**config.mk**
```make
export PLATFORM = sky130hd
export DESIGN_NAME = jt5911_eeprom
export DESIGN_NICKNAME = d
export VERILOG_FILES = /design/src/rtl/jt5911_pkg.sv /design/src/rtl/jt5911_memseq.sv /design/src/rtl/jt5911_eeprom.sv
export SDC_FILE = /design/constraint.sdc
export NUM_CORES = 1
export LEC_CHECK = 0
export BUFFER_PORTS_ARGS = -buffer_cell sky130_fd_sc_hd__buf_2
export CAP_MARGIN = 40
export CORE_ASPECT_RATIO = 0.8
export CORE_MARGIN = 8
export CORE_UTILIZATION = 60
export CTS_CLUSTER_DIAMETER = 40
export DETAILED_ROUTE_END_ITERATION = 12
export PLACE_DENSITY_LB_ADDON = 0.3
export SKIP_LAST_GASP = 1
export SLEW_MARGIN = 20
export SYNTH_ARGS = -nofsm -noshare
export SYNTH_HDL_FRONTEND = slang
export SYNTH_SLANG_ARGS = --single-unit
```
**constraint.sdc**
```tcl
create_clock -name clk -period 2.7 [get_ports clk]
set_input_delay 0.135 -clock clk [delete_from_list [all_inputs] [get_ports clk]]
set_output_delay 0.135 -clock clk [all_outputs]
set_load 0.01 [all_outputs]
```
**src/rtl/jt5911_pkg.sv**
```systemverilog
// Shared encodings for the 93C46-style serial EEPROM emulation.
package jt5911_pkg;

  localparam logic [1:0] OP_EXT   = 2'b00;
  localparam logic [1:0] OP_WRITE = 2'b01;
  localparam logic [1:0] OP_READ  = 2'b10;
  localparam logic [1:0] OP_ERASE = 2'b11;

  // Extended sub-commands live in address bits [5:4] when the opcode is OP_EXT
  localparam logic [1:0] SUB_EWDS = 2'b00;
  localparam logic [1:0] SUB_WRAL = 2'b01;
  localparam logic [1:0] SUB_ERAL = 2'b10;
  localparam logic [1:0] SUB_EWEN = 2'b11;

  typedef enum logic [2:0] {
    IDLE, CMD, ADDR, DATA_IN, READ_OUT, DONE
  } fe_state_t;

endpackage

```
**src/rtl/jt5911_memseq.sv**
```systemverilog
// Byte sequencer toward the NVRAM: 16-bit word fetches and program/erase
// write bursts, with the busy timer that drives rdy.
module jt5911_memseq #(
  parameter int PROG_CYCLES = 64
) (
  input  logic        clk,
  input  logic        rst_n,
  input  logic        prog_go,
  input  logic        prog_all,
  input  logic [5:0]  prog_addr,
  input  logic [15:0] prog_data,
  input  logic        rd_req,
  input  logic [5:0]  rd_addr,
  output logic        rd_valid,
  output logic [15:0] rd_data,
  output logic        rdy,
  output logic [6:0]  mem_addr,
  output logic [7:0]  mem_din,
  output logic        mem_we,
  input  logic [7:0]  mem_dout
);

  localparam int CW = $clog2(PROG_CYCLES + 1);

  logic          busy, wr_act, ph;
  logic [6:0]    bidx, last;
  logic [15:0]   wdata;
  logic [CW-1:0] cyc;
  logic [1:0]    rd_st;
  logic [5:0]    rd_a;

  assign rdy = ~busy;

  always_ff @(posedge clk or negedge rst_n) begin
    if (!rst_n) begin
      busy     <= 1'b0;
      wr_act   <= 1'b0;
      ph       <= 1'b0;
      bidx     <= '0;
      last     <= '0;
      wdata    <= '0;
      cyc      <= '0;
      rd_st    <= '0;
      rd_a     <= '0;
      rd_valid <= 1'b0;
      rd_data  <= '0;
      mem_addr <= '0;
      mem_din  <= '0;
      mem_we   <= 1'b0;
    end else begin
      mem_we   <= 1'b0;
      rd_valid <= 1'b0;
      if (prog_go && !busy) begin
        busy   <= 1'b1;
        wr_act <= 1'b1;
        ph     <= 1'b0;
        cyc    <= '0;
        wdata  <= prog_data;
        bidx   <= prog_all ? 7'd0 : {prog_addr, 1'b0};
        last   <= prog_all ? 7'h7f : {prog_addr, 1'b1};
      end else if (busy) begin
        if (cyc != CW'(PROG_CYCLES)) cyc <= cyc + 1'b1;
        // one strobe cycle then one idle cycle per byte
        if (wr_act) begin
          if (!ph) begin
            mem_we   <= 1'b1;
            mem_addr <= bidx;
            mem_din  <= bidx[0] ? wdata[15:8] : wdata[7:0];
            ph       <= 1'b1;
          end else begin
            ph <= 1'b0;
            if (bidx == last) wr_act <= 1'b0;
            else              bidx   <= bidx + 7'd1;
          end
        end else if (cyc == CW'(PROG_CYCLES)) begin
          busy <= 1'b0;
        end
      end
      // word fetch: low byte address, high byte address, then two captures
      case (rd_st)
        2'd0: if (rd_req) begin
          mem_addr <= {rd_addr, 1'b0};
          rd_a     <= rd_addr;
          rd_st    <= 2'd1;
        end
        2'd1: begin
          mem_addr <= {rd_a, 1'b1};
          rd_st    <= 2'd2;
        end
        2'd2: begin
          rd_data[7:0] <= mem_dout;
          rd_st        <= 2'd3;
        end
        default: begin
          rd_data[15:8] <= mem_dout;
          rd_valid      <= 1'b1;
          rd_st         <= 2'd0;
        end
      endcase
    end
  end

endmodule

```
**src/rtl/jt5911_eeprom.sv**
```systemverilog
// 93C46-class serial EEPROM front-end: decodes bit-banged commands and hands
// reads and program/erase jobs to the NVRAM byte sequencer.
module jt5911_eeprom import jt5911_pkg::*; #(
  parameter SIMFILE         = "",
  parameter int PROG_CYCLES = 64
) (
  input  logic       clk,
  input  logic       rst_n,
  input  logic       sclk,
  input  logic       sdi,
  output logic       sdo,
  output logic       rdy,
  input  logic       scs,
  output logic [6:0] mem_addr,
  output logic [7:0] mem_din,
  output logic       mem_we,
  input  logic [7:0] mem_dout,
  input  logic       dump_clr,
  output logic       dump_flag
);

  // The file name only matters to the memory model outside this block
  if (SIMFILE != "") begin : g_simfile
  end

  fe_state_t   state, state_n;
  logic        sclk_r, sclk_l, scs_r, scs_l, sdi_r;
  logic [3:0]  cnt, cnt_n;
  logic [1:0]  op, op_n;
  logic [5:0]  addr, addr_n;
  logic [15:0] sh, sh_n;
  logic        wen, wen_n, sdo_q, sdo_n;
  logic        rise, scs_fall, rd_req, prog_go, prog_cmd, prog_all, rd_valid;
  logic [5:0]  rd_addr;
  logic [15:0] rd_data, prog_data;
  logic [5:0]  addr_sh;

  assign rise     = sclk_r & ~sclk_l;
  assign scs_fall = scs_l & ~scs_r;
  assign addr_sh  = {addr[4:0], sdi_r};

  assign prog_all  = (op == OP_EXT);
  assign prog_cmd  = (op == OP_WRITE) || (op == OP_ERASE) ||
                     (op == OP_EXT && (addr[5:4] == SUB_ERAL || addr[5:4] == SUB_WRAL));
  assign prog_data = (op == OP_ERASE || (op == OP_EXT && addr[5:4] == SUB_ERAL))
                     ? 16'hffff : sh;

  assign sdo = (state == READ_OUT) ? sdo_q : (scs_r ? rdy : 1'b1);

  always_ff @(posedge clk or negedge rst_n) begin
    if (!rst_n) begin
      sclk_r    <= 1'b0;
      sclk_l    <= 1'b0;
      scs_r     <= 1'b0;
      scs_l     <= 1'b0;
      sdi_r     <= 1'b0;
      state     <= IDLE;
      cnt       <= '0;
      op        <= '0;
      addr      <= '0;
      sh        <= '0;
      wen       <= 1'b0;
      sdo_q     <= 1'b1;
      dump_flag <= 1'b0;
    end else begin
      sclk_r <= sclk;
      sclk_l <= sclk_r;
      scs_r  <= scs;
      scs_l  <= scs_r;
      sdi_r  <= sdi;
      state  <= state_n;
      cnt    <= cnt_n;
      op     <= op_n;
      addr   <= addr_n;
      sh     <= sh_n;
      wen    <= wen_n;
      sdo_q  <= sdo_n;
      if (mem_we)        dump_flag <= 1'b1;
      else if (dump_clr) dump_flag <= 1'b0;
    end
  end

  always_comb begin
    state_n = state;
    cnt_n   = cnt;
    op_n    = op;
    addr_n  = addr;
    sh_n    = sh;
    wen_n   = wen;
    sdo_n   = sdo_q;
    rd_req  = 1'b0;
    rd_addr = addr;
    prog_go = 1'b0;
    if (!scs_r) begin
      state_n = IDLE;
      prog_go = scs_fall && state == DONE && prog_cmd && wen;
    end else begin
      if (state == READ_OUT && rd_valid) sh_n = rd_data;
      if (rise) begin
        case (state)
          IDLE: if (sdi_r && rdy) begin
            state_n = CMD;
            cnt_n   = '0;
          end
          CMD: begin
            op_n  = {op[0], sdi_r};
            cnt_n = cnt + 4'd1;
            if (cnt == 4'd1) begin
              state_n = ADDR;
              cnt_n   = '0;
            end
          end
          ADDR: begin
            addr_n = addr_sh;
            cnt_n  = cnt + 4'd1;
            if (cnt == 4'd5) begin
              cnt_n   = '0;
              state_n = DONE;
              case (op)
                OP_READ: begin
                  state_n = READ_OUT;
                  sdo_n   = 1'b0;
                  rd_req  = 1'b1;
                  rd_addr = addr_sh;
                end
                OP_WRITE: state_n = DATA_IN;
                OP_ERASE: ;
                default: case (addr_sh[5:4])
                  SUB_EWEN: wen_n   = 1'b1;
                  SUB_EWDS: wen_n   = 1'b0;
                  SUB_WRAL: state_n = DATA_IN;
                  default: ;
                endcase
              endcase
            end
          end
          DATA_IN: begin
            sh_n  = {sh[14:0], sdi_r};
            cnt_n = cnt + 4'd1;
            if (cnt == 4'd15) state_n = DONE;
          end
          READ_OUT: begin
            // after bit 0 the next word is fetched before the following edge
            sdo_n = sh[15];
            sh_n  = {sh[14:0], 1'b0};
            cnt_n = cnt + 4'd1;
            if (cnt == 4'd15) begin
              addr_n  = addr + 6'd1;
              rd_req  = 1'b1;
              rd_addr = addr + 6'd1;
            end
          end
          default: ;
        endcase
      end
    end
  end

  jt5911_memseq #(.PROG_CYCLES(PROG_CYCLES)) u_memseq (
    .clk       (clk),
    .rst_n     (rst_n),
    .prog_go   (prog_go),
    .prog_all  (prog_all),
    .prog_addr (addr),
    .prog_data (prog_data),
    .rd_req    (rd_req),
    .rd_addr   (rd_addr),
    .rd_valid  (rd_valid),
    .rd_data   (rd_data),
    .rdy       (rdy),
    .mem_addr  (mem_addr),
    .mem_din   (mem_din),
    .mem_we    (mem_we),
    .mem_dout  (mem_dout)
  );

endmodule

```
==> key figures, run 1 <==
Power and ir drop
  • P_sw: 0.0008779 W
  • Power per cell area: 600.5 mW/mm2
  • VDD IR max: 0.0005364 V
  • Reg power frac: 0.437
  • Sw Share: 0.2087
  • Leakage Power: 3.446 nW
  • Internal: 0.003329 W
  • Clock Power Share: 0.532
  • Combinational group share of total power: 0.031

Worst setup path
  • Max incr delay on CP: 0.57 ns
  • Crit-path max FO: 16
  • FF-to-FF End: u_memseq.mem_addr[6]
  • CP Launch Point: state[1]
  • R2r setup slk: 0.29 ns
  • Cells along the critical path: or3b_1 -> nor3_4 -> o211ai_2 -> a31oi_1 -> a311o_1
  • Reg-to-Reg Start: state[1]
  • Worst EP arrival: 2.76 ns
  • Setup crit end kind: flop
  • Slowest CP cell: dfrtp_1
  • WP data required: 3.05 ns
  • Startpoint Class: flop
  • Setup Crit Path Kind: reg2reg
  • R2R depth: 5

Detailed routing
  • Antenna viol nets, final: 0
  • Drc violations: 0
  • Routed len/inst: 17.95 um
  • Final WL: 14.20 mm
  • Vias per cell: 6.061
  • DRT iter0 DRCs: 426
  • Via Count: 4794
  • Initial DRT Pass Iterations: 5

STA
  • Fmax: 414.4 MHz
  • Setup Skew: 0.006396 ns
  • Final setup viols: 0
  • Hold Fails Final Rpt: 0
  • Setup TNS: 0 ns
  • RSZ-0062 raised after global routing: no
  • Final worst setup slack: 0.2871 ns
  • Slew HR: 0.5359
  • Crit path time final: 2.413 ns
  • Final period utilization: 0.8937
  • Slew at the pin closest to its max-slew limit: 0.6960 ns
  • Final Max Tran Viols: 0

Clock network
  • Root Buffer: clkbuf_16
  • Sink Count: 120
  • Max clock buf depth: 2
  • Post_cts resized: 0
  • Clock transition at path regs: 0.05 ns
  • Skew-Pair Late Insertion Delay: 0.42 ns
  • Htree depth: 4
  • CTS tree: built
  • Hold_buf cts: 12
  • CTS buffer count: 17
  • # Post-CTS Setup Buffers: 0

Logic synthesis
  • Flop and latch count out of synthesis: 120
  • Mapped Nets: 630
  • Leading area contributor after synthesis: dfrtp_1
  • Most instantiated cells after synthesis: dfrtp_1, nand2_1, o21ai_0, a21oi_1, nor2_1
  • Synth async-reset ratio: 1.000
  • Mapped Area: 0.005993 mm2
  • Post-synthesis cell count: 602
  • Avg Inst Size Synth: 9.956 um2
  • Most used DFF post-synth: dfrtp_1
  • Top cells by area, synth: dfrtp_1, nand2_1, mux2_2
  • Synth Warn #: 0
  • EDFF count, synth: 0
  • Sequential cell area fraction in the yosys report: 0.5013
  • Synth unique cells: 71
  • Cell with the most instances after synthesis: dfrtp_1
  • Synth top area share: 0.4969

GRT
  • Total GRT Usage: 0.2225
  • Largest net degree at the start of global routing: 43
  • Total grt overflow: 0
  • Vias in the first global route: 4785
  • First-pass GRT wire length: 23.77 mm
  • Initial antenna violation count: 0

Placement
  • Final HPWL DP: 9.641 mm
  • # port buffers: 32
  • Pre-CTS WS: 0.3537 ns
  • RD Place Congestion: 0.8996

Status
  • Status: complete, no violations

Floorplanning
  • Die width: 127.7 um
  • I/O pins: 33
  • Core Box Area: 0.009689 mm2
  • Die area: 0.01346 mm2
  • FP Rows: 32
  • Initial Utilization: 0.6185
  • Die height: 105.4 um

Cells and area
  • Final net count: 672
  • Layout cells sized above 1: 0.1725
  • Area grow syn2layout: 16.89%
  • Final core occ: 0.7230
  • Ant. Diodes: 0

Worst hold path
  • Hold EP: dump_flag
  • HP Start: dump_clr
  • Hold Crit Depth: 3
  • Hold/Removal Path Class: in2reg

Job
  • Max-Cap Viols: 0
sequential cells by signal, indices dropped and copies added (netlist names), 7 cells and up:
| signal | count |
|---|---|
| u_memseq.rd_data | 16 |
| u_memseq.mem_din | 8 |
| u_memseq.cyc | 7 |
| u_memseq.wdata | 16 |
| u_memseq.last | 7 |
| u_memseq.mem_addr | 7 |
| sh | 16 |
| u_memseq.bidx | 7 |
per-layer routing:
metal	track usage	share of wire	up-vias
li1	-	-	2259
met1	0.2955	0.45	2361
met2	0.3423	0.47	149
met3	0.05992	0.065	25
met4	0.08467	0.014	0
met5	0	0	-
worst max path at each step:
stage / end / slack (ns) / cells past startpoint
6_report: u_memseq.mem_addr[6] / 0.29 / 5
5_1_grt: u_memseq.mem_addr[6] / 0.14 / 5
4_1_cts: u_memseq.mem_addr[6] / 0.31 / 5
3_5_place_dp: u_memseq.mem_addr[6] / 0.35 / 5
3_3_place_gp: u_memseq.mem_addr[6] / 0.52 / 5
2_1_floorplan: u_memseq.bidx[2] / 0.71 / 7
power groups by stage:
stage               combinational [W]  clock, W  sequential, W
detailed placement           0.000118         0        0.00187
finish                       0.000130   0.00224        0.00184
global placement             0.000113         0        0.00187
global route                 0.000147   0.00234        0.00184
floorplan                   0.0000641         0        0.00186
CTS                          0.000132   0.00225        0.00184
cells by family (layout without fill, tap and decap cells):
family                     Yosys count  in the layout  share of synthesized area
adders and majority gates           14             14                    0.02923
AOI/OAI and AO/OA                  174            174                     0.1891
DFF                                120            120                     0.5013
muxes                               37             37                    0.06618
and+or+nand+nor                    186            186                     0.1547
xor gates and xnor gates            13             13                    0.01900
buffers and inverters               58            111                    0.04050
stage by stage:
step                      hold slack, ns  power (W)  area, um2  cells
after floorplan                  -0.1606   0.001919       5993    602
after global placement            0.1510   0.001980       6287    748
after detailed placement          0.1609   0.001986       6295    749
after CTS                        0.04515   0.004220       7005    791
after global routing             0.04638   0.004327       7005    791
final                            0.04367   0.004207       7005    791
layout make-up:
class,instances,area (um2)
tap,136,170.2
sequential,120,3004
inverter,20,75.07
clock inverter,7,92.59
fill,699,2684
multi-input combinational,424,2755
clock buffer,23,498.0
timing repair buffer,61,410.4
layout by cell type (no fill, tap or decap), types with 3 or more instances in the layout:
cell / instances
buf_2: 31
nor3_1: 9
o31a_1: 4
a22o_1: 6
clkbuf_16: 17
o31ai_1: 5
nand4_1: 7
dfrtp_1: 119
o221ai_1: 3
o21ai_0: 44
nand2_1: 77
a2bb2oi_1: 4
o21ai_1: 9
xor2_1: 11
ha_1: 14
nor4_1: 4
a21o_1: 6
nand3_1: 13
clkinvlp_4: 3
o22ai_1: 15
nand2b_1: 6
dlygate4sd3_1: 12
mux2_2: 20
nor3b_1: 4
o22a_1: 7
and2_1: 3
mux2i_1: 16
clkbuf_8: 5
a22oi_1: 5
inv_1: 20
nor2_1: 31
or3_1: 4
a311o_1: 3
nor2b_1: 5
and3_1: 5
buf_4: 18
a31oi_1: 7
a21oi_1: 35
worst max-delay path: cells and delay by family (launching register included):
| family | cells | cell delay, ns |
|---|---|---|
| AO/OA/AOI/OAI | 3 | 0.89 |
| flip-flops | 1 | 0.57 |
| AND/OR/NAND/NOR | 2 | 0.89 |
(Power assumes the default switching activity.)
==> run 2: changes to the inputs <==
--- a/config.mk
+++ b/config.mk
@@ -13,4 +13,5 @@
 export CTS_CLUSTER_DIAMETER = 40
 export DETAILED_ROUTE_END_ITERATION = 12
+export HOLD_SLACK_MARGIN = 0.1
 export PLACE_DENSITY_LB_ADDON = 0.3
 export SKIP_LAST_GASP = 1
==> constraint.sdc (replaced) <==
create_clock -name clk -period 2.7 [get_ports clk]
set_input_delay 0.54 -clock clk [delete_from_list [all_inputs] [get_ports clk]]
set_output_delay 0.54 -clock clk [all_outputs]
set_load 0.01 [all_outputs]
==> run 2 against run 1 <==
Effect of this change:
- final cell count shrank 1.6%
- wire length is 4.0% lower
- die area unchanged
- critical path depth shrank 2
- worst hold slack better by 0.19 ns
- sequential power about the same
- combinational power fell by 8%
- global-route usage shrank 0.89 points
==> key figures, run 2 (synthesis gave the netlist of run 1 again) <==
Power and ir drop
  • Combinational group share of total power: 0.028
  • Total power: 0.004232 W
  • VDD IR max: 0.0004990 V
  • P_sw: 0.0009262 W
  • Clock Power Share: 0.537
  • Power per cell area: 614.0 mW/mm2
  • Leakage Power: 3.377 nW
  • Internal: 0.003306 W
  • Sw Share: 0.2188
  • Reg power frac: 0.434

GRT
  • Total grt overflow: 0
  • Total GRT Usage: 0.2136
  • Vias in the first global route: 4554
  • First-pass GRT wire length: 23.02 mm
  • Initial antenna violation count: 0
  • Largest net degree at the start of global routing: 65

Clock network
  • CTS tree: built
  • Max clock buf depth: 2
  • CTS buffer count: 17
  • Clock transition at path regs: 0.05 ns
  • Sink Count: 120
  • Root Buffer: clkbuf_16
  • Htree depth: 4
  • # Post-CTS Setup Buffers: 0
  • Skew-Pair Late Insertion Delay: 0.41 ns

Floorplanning
  • Die area: 0.01346 mm2
  • Die height: 105.4 um
  • I/O pins: 33
  • Core Box Area: 0.009689 mm2
  • Die width: 127.7 um
  • Initial Utilization: 0.6185
  • FP Rows: 32

Worst hold path
  • Hold/Removal Path Class: in2reg
  • Hold EP: sdi_r
  • HP Start: sdi
  • Hold Crit Depth: 1

Cells and area
  • Most frequent cells in the layout: dfrtp_1, nand2_1, o21ai_0
  • Area grow syn2layout: 15.01%
  • Largest regs: sh x16, u_memseq.rd_data x16, u_memseq.wdata x16
  • Commonest non-fill, non-tap cell in the layout: dfrtp_1
  • Final net count: 657
  • Multi-input gate area: 0.002758 mm2
  • Layout cells sized above 1: 0.1745
  • Ant. Diodes: 0
  • Seq. cell area: 0.003004 mm2
  • Fillers: 723

STA
  • RSZ-0062 raised after global routing: no
  • Final period utilization: 0.9100
  • Hold Slack: 0.2316 ns
  • Crit path time final: 2.457 ns
  • Final setup viols: 0
  • Slew at the pin closest to its max-slew limit: 0.7051 ns
  • Hold Fails Final Rpt: 0
  • Fmax: 407.0 MHz
  • Final Max Tran Viols: 0
  • Setup Skew: 0.007933 ns
  • Setup TNS: 0 ns
  • Slew HR: 0.5299

Worst setup path
  • Reg-to-Reg Start: state[0]
  • WP data required: 2.16 ns
  • Startpoint Class: flop
  • R2R depth: 5
  • Crit-path max FO: 18
  • Worst EP arrival: 1.92 ns
  • Setup Crit Path Kind: reg2out
  • R2r setup slk: 0.35 ns
  • FF-to-FF End: u_memseq.mem_addr[6]
  • Setup crit end kind: output port

Job
  • Max-Cap Viols: 0

Detailed routing
  • Final WL: 13.63 mm
  • Vias per cell: 6.067
  • Initial DRT Pass Iterations: 5
  • Drc violations: 0
  • Via Count: 4720
  • Routed len/inst: 17.52 um
  • DRT iter0 DRCs: 410
  • Antenna viol nets, final: 0

Placement
  • RD Place Congestion: 0.8880
  • # port buffers: 32
  • Final HPWL DP: 9.320 mm

Status
  • Status: complete, no violations
-- run 2: changes by cell type in the layout (fill, tap and decap cells not counted), sizes merged --
| cell | previous run | this run |
|---|---|---|
| buf | 49 | 45 |
| bufinv | 2 | 3 |
| clkbuf | 23 | 18 |
| clkinvlp | 3 | 7 |
| dlygate4sd3 | 12 | 1 |
| inv | 20 | 22 |
-- run 2: layer usage --
metal	GRT usage	share of wire	vias to the layer above
li1	-	-	2242
met1	0.2975	0.46	2289
met2	0.3095	0.46	159
met3	0.05035	0.061	30
met4	0.09822	0.020	0
met5	0	0	-
-- run 2: how the worst max path moves through the flow --
| stage | startpoint | to | slack (ns) | cells past startpoint |
|---|---|---|---|---|
| global route | state[2] | sdo | 0.18 | 3 |
| CTS | state[2] | sdo | 0.08 | 3 |
| detailed placement | state[0] | u_memseq.mem_addr[2] | 0.26 | 5 |
| finish | state[2] | sdo | 0.24 | 3 |
| floorplan | addr[4] | u_memseq.bidx[2] | 0.71 | 7 |
| global placement | state[0] | u_memseq.mem_addr[2] | 0.40 | 5 |
-- run 2: power by group through the flow --
stage          clock network (W)   logic, W  registers, W
2_1_floorplan                  0  0.0000641       0.00186
3_3_place_gp                   0   0.000115       0.00187
3_5_place_dp                   0   0.000119       0.00187
4_1_cts                  0.00231   0.000121       0.00184
5_1_grt                  0.00240   0.000136       0.00184
6_report                 0.00227   0.000120       0.00184
-- run 2: worst max-delay path, cell delays in order, from the launching register on --
cell	delay, ns
dfrtp_1	0.60
or3b_4	0.54
a31oi_1	0.20
buf_2	0.15
-- run 2: layout make-up --
cell class | instances | share of cell area
well taps | 136 | 0.02469
clock inverters | 14 | 0.02523
inverters | 20 | 0.01089
multi-input cells | 424 | 0.4001
flip-flops and latches | 120 | 0.4358
clock buffers | 18 | 0.06226
repair buffers | 46 | 0.04102
-- run 2: timing repair --
action,4_1_cts,5_1_grt
setup endpoints to repair,0,1
gates resized for setup,0,1
hold buffers,1,0
hold endpoints to repair,6,0
-- run 2: per-stage QoR --
step	instances	cell area (um2)	utilization	setup WS, ns
6_report	778	6893	0.7114	0.2430
5_1_grt	778	6893	0.7114	0.1831
4_1_cts	778	6890	0.7111	0.08134
3_5_place_dp	745	6277	0.6479	0.2551
3_3_place_gp	744	6270	0.6471	0.3961
2_1_floorplan	602	5993	-	0.7079
==> run 3: changes to the inputs <==
- clock period: 2.7 -> 2.45 ns (I/O delays scaled with it)
==> run 3 against run 2 <==
Effect of this change:
- non-clock buffer count up 8
- largest cell class unchanged
- count of clock-buffer cells in the layout down 1
- global-route usage up 1.3 points
- largest power group unchanged
==> key figures, run 3 (synthesis gave the netlist of run 1 again) <==
Status
  • Status: complete, no violations

STA
  • Final setup viols: 0
  • Slew HR: 0.5476
  • Final Max Tran Viols: 0
  • Fmax: 422.7 MHz
  • Hold Fails Final Rpt: 0
  • Slew at the pin closest to its max-slew limit: 0.6786 ns
  • Final period utilization: 0.9657
  • Crit path time final: 2.366 ns
  • Setup TNS: 0 ns
  • RSZ-0062 raised after global routing: no
  • Setup Skew: 0.005961 ns

Detailed routing
  • Routed len/inst: 18.03 um
  • DRT iter0 DRCs: 457
  • Antenna viol nets, final: 0
  • Via Count: 4846
  • Vias per cell: 6.165
  • Initial DRT Pass Iterations: 5
  • Drc violations: 0
  • Final WL: 14.18 mm

Cells and area
  • Most frequent cells in the layout: dfrtp_1, nand2_1, o21ai_0
  • Area grow syn2layout: 17.41%
  • Commonest non-fill, non-tap cell in the layout: dfrtp_1
  • Final net count: 665
  • Largest regs: sh x16, u_memseq.rd_data x16, u_memseq.wdata x16
  • Final core occ: 0.7262
  • Layout cells sized above 1: 0.1877
  • Ant. Diodes: 0
  • Design Area, Final: 0.007037 mm2
  • Non-filler cells, final: 786
  • Fillers: 688

Floorplanning
  • Die area: 0.01346 mm2
  • FP Rows: 32
  • Die height: 105.4 um
  • Initial Utilization: 0.6185
  • Die width: 127.7 um
  • I/O pins: 33
  • Core Box Area: 0.009689 mm2

Worst setup path
  • Setup Crit Path Kind: reg2out
  • Reg-to-Reg Start: state[0]
  • FF-to-FF End: sh[14]
  • Setup crit end kind: output port
  • WP data required: 1.96 ns
  • R2R depth: 7
  • Crit-path max FO: 13
  • R2r setup slk: 0.26 ns
  • Worst EP arrival: 1.88 ns
  • Startpoint Class: flop

GRT
  • Most used routing layer: met2
  • Met1 GRT Util: 0.3146
  • Largest net degree at the start of global routing: 67
  • GR Layer Usage met2: 0.3415
  • Global Route met3 Usage: 0.05539
  • Vias in the first global route: 4799
  • First-pass GRT wire length: 24.49 mm
  • Initial antenna violation count: 0
  • Total grt overflow: 0
  • Total GRT Usage: 0.2262

Job
  • Max-Cap Viols: 0

Placement
  • Post-Place Cells: 753
  • # port buffers: 32
  • RD Place Congestion: 0.8896
  • Final HPWL DP: 9.476 mm
  • Placed cell areas: 0.006350 mm2

Clock network
  • # Post-CTS Setup Buffers: 0
  • Sink Count: 120
  • Max clock buf depth: 2
  • CTS tree: built
  • Htree depth: 4
  • Skew-Pair Late Insertion Delay: 0.41 ns
  • Clock transition at path regs: 0.06 ns
  • Root Buffer: clkbuf_16
  • CTS buffer count: 17

Worst hold path
  • Hold/Removal Path Class: in2reg
  • HP Start: sclk
  • Hold EP: sclk_r
  • Hold Crit Depth: 1

Power and ir drop
  • Power per cell area: 709.1 mW/mm2
  • Leakage Power: 3.467 nW
  • VDD IR max: 0.0007379 V
[run 3: changes by cell type in the layout (fill, tap and decap cells not counted), sizes merged]
cell	before	now
inv	22	23
clkbuf	18	17
clkinv	2	3
clkinvlp	7	3
bufinv	3	6
buf	45	53
[run 3: final cells by class]
class                           instances  area (um2)  share of cell area
Inverter                               20       75.07             0.01067
Clock buffer                           17       425.4             0.06046
Tap cell                              136       170.2             0.02418
Clock inverter                         15       247.7             0.03521
Timing Repair Buffer                   54       355.3             0.05050
Sequential cell                       120        3005              0.4271
Multi-Input combinational cell        424        2758              0.3919
[run 3: worst max path at each step]
stage | start | to | slack (ns) | depth (start not counted)
6_report | state[0] | sdo | 0.08 | 5
5_1_grt | state[0] | sdo | 0.001 | 5
4_1_cts | state[1] | sdo | 0.04 | 5
3_5_place_dp | state[0] | sh[2] | 0.35 | 7
3_3_place_gp | state[1] | u_memseq.rd_st[1] | 0.41 | 5
2_1_floorplan | addr[4] | u_memseq.bidx[2] | 0.46 | 7
[run 3: worst max-delay path: stages (launching register included)]
cell	delay (ns)
dfrtp_1	0.47
or3b_4	0.48
buf_4	0.20
nor2_1	0.11
a31oi_1	0.05
buf_2	0.16
[run 3: report_power, final]
group          total (W)  internal (W)  switching (W)
Combinational   0.000132     0.0000466      0.0000854
Sequential       0.00203       0.00200      0.0000290
Clock            0.00283       0.00191       0.000918
[run 3: what timing repair did]
item / in CTS / in global routing
gates resized for setup: 1 / 1
hold buffers: 1 / 0
hold endpoints to repair: 19 / 0
endpoints found under the setup margin: 1 / 1
pin swaps: 0 / 0
[run 3: routing by layer]
layer | up-vias | wire [um]
met4 | 0 | 175
met3 | 16 | 756
met5 | - | 0
li1 | 2249 | -
met1 | 2407 | 6706
met2 | 174 | 6535
[run 3: per-stage QoR]
stage	power, W	worst slack, ns	hold WS, ns
4_1_cts	0.005008	0.03574	0.1713
3_5_place_dp	0.002192	0.3529	0.4016
3_3_place_gp	0.002184	0.4090	0.3974
2_1_floorplan	0.002115	0.4579	0.1944
6_report	0.004990	0.08400	0.1839
5_1_grt	0.005134	0.001155	0.1682
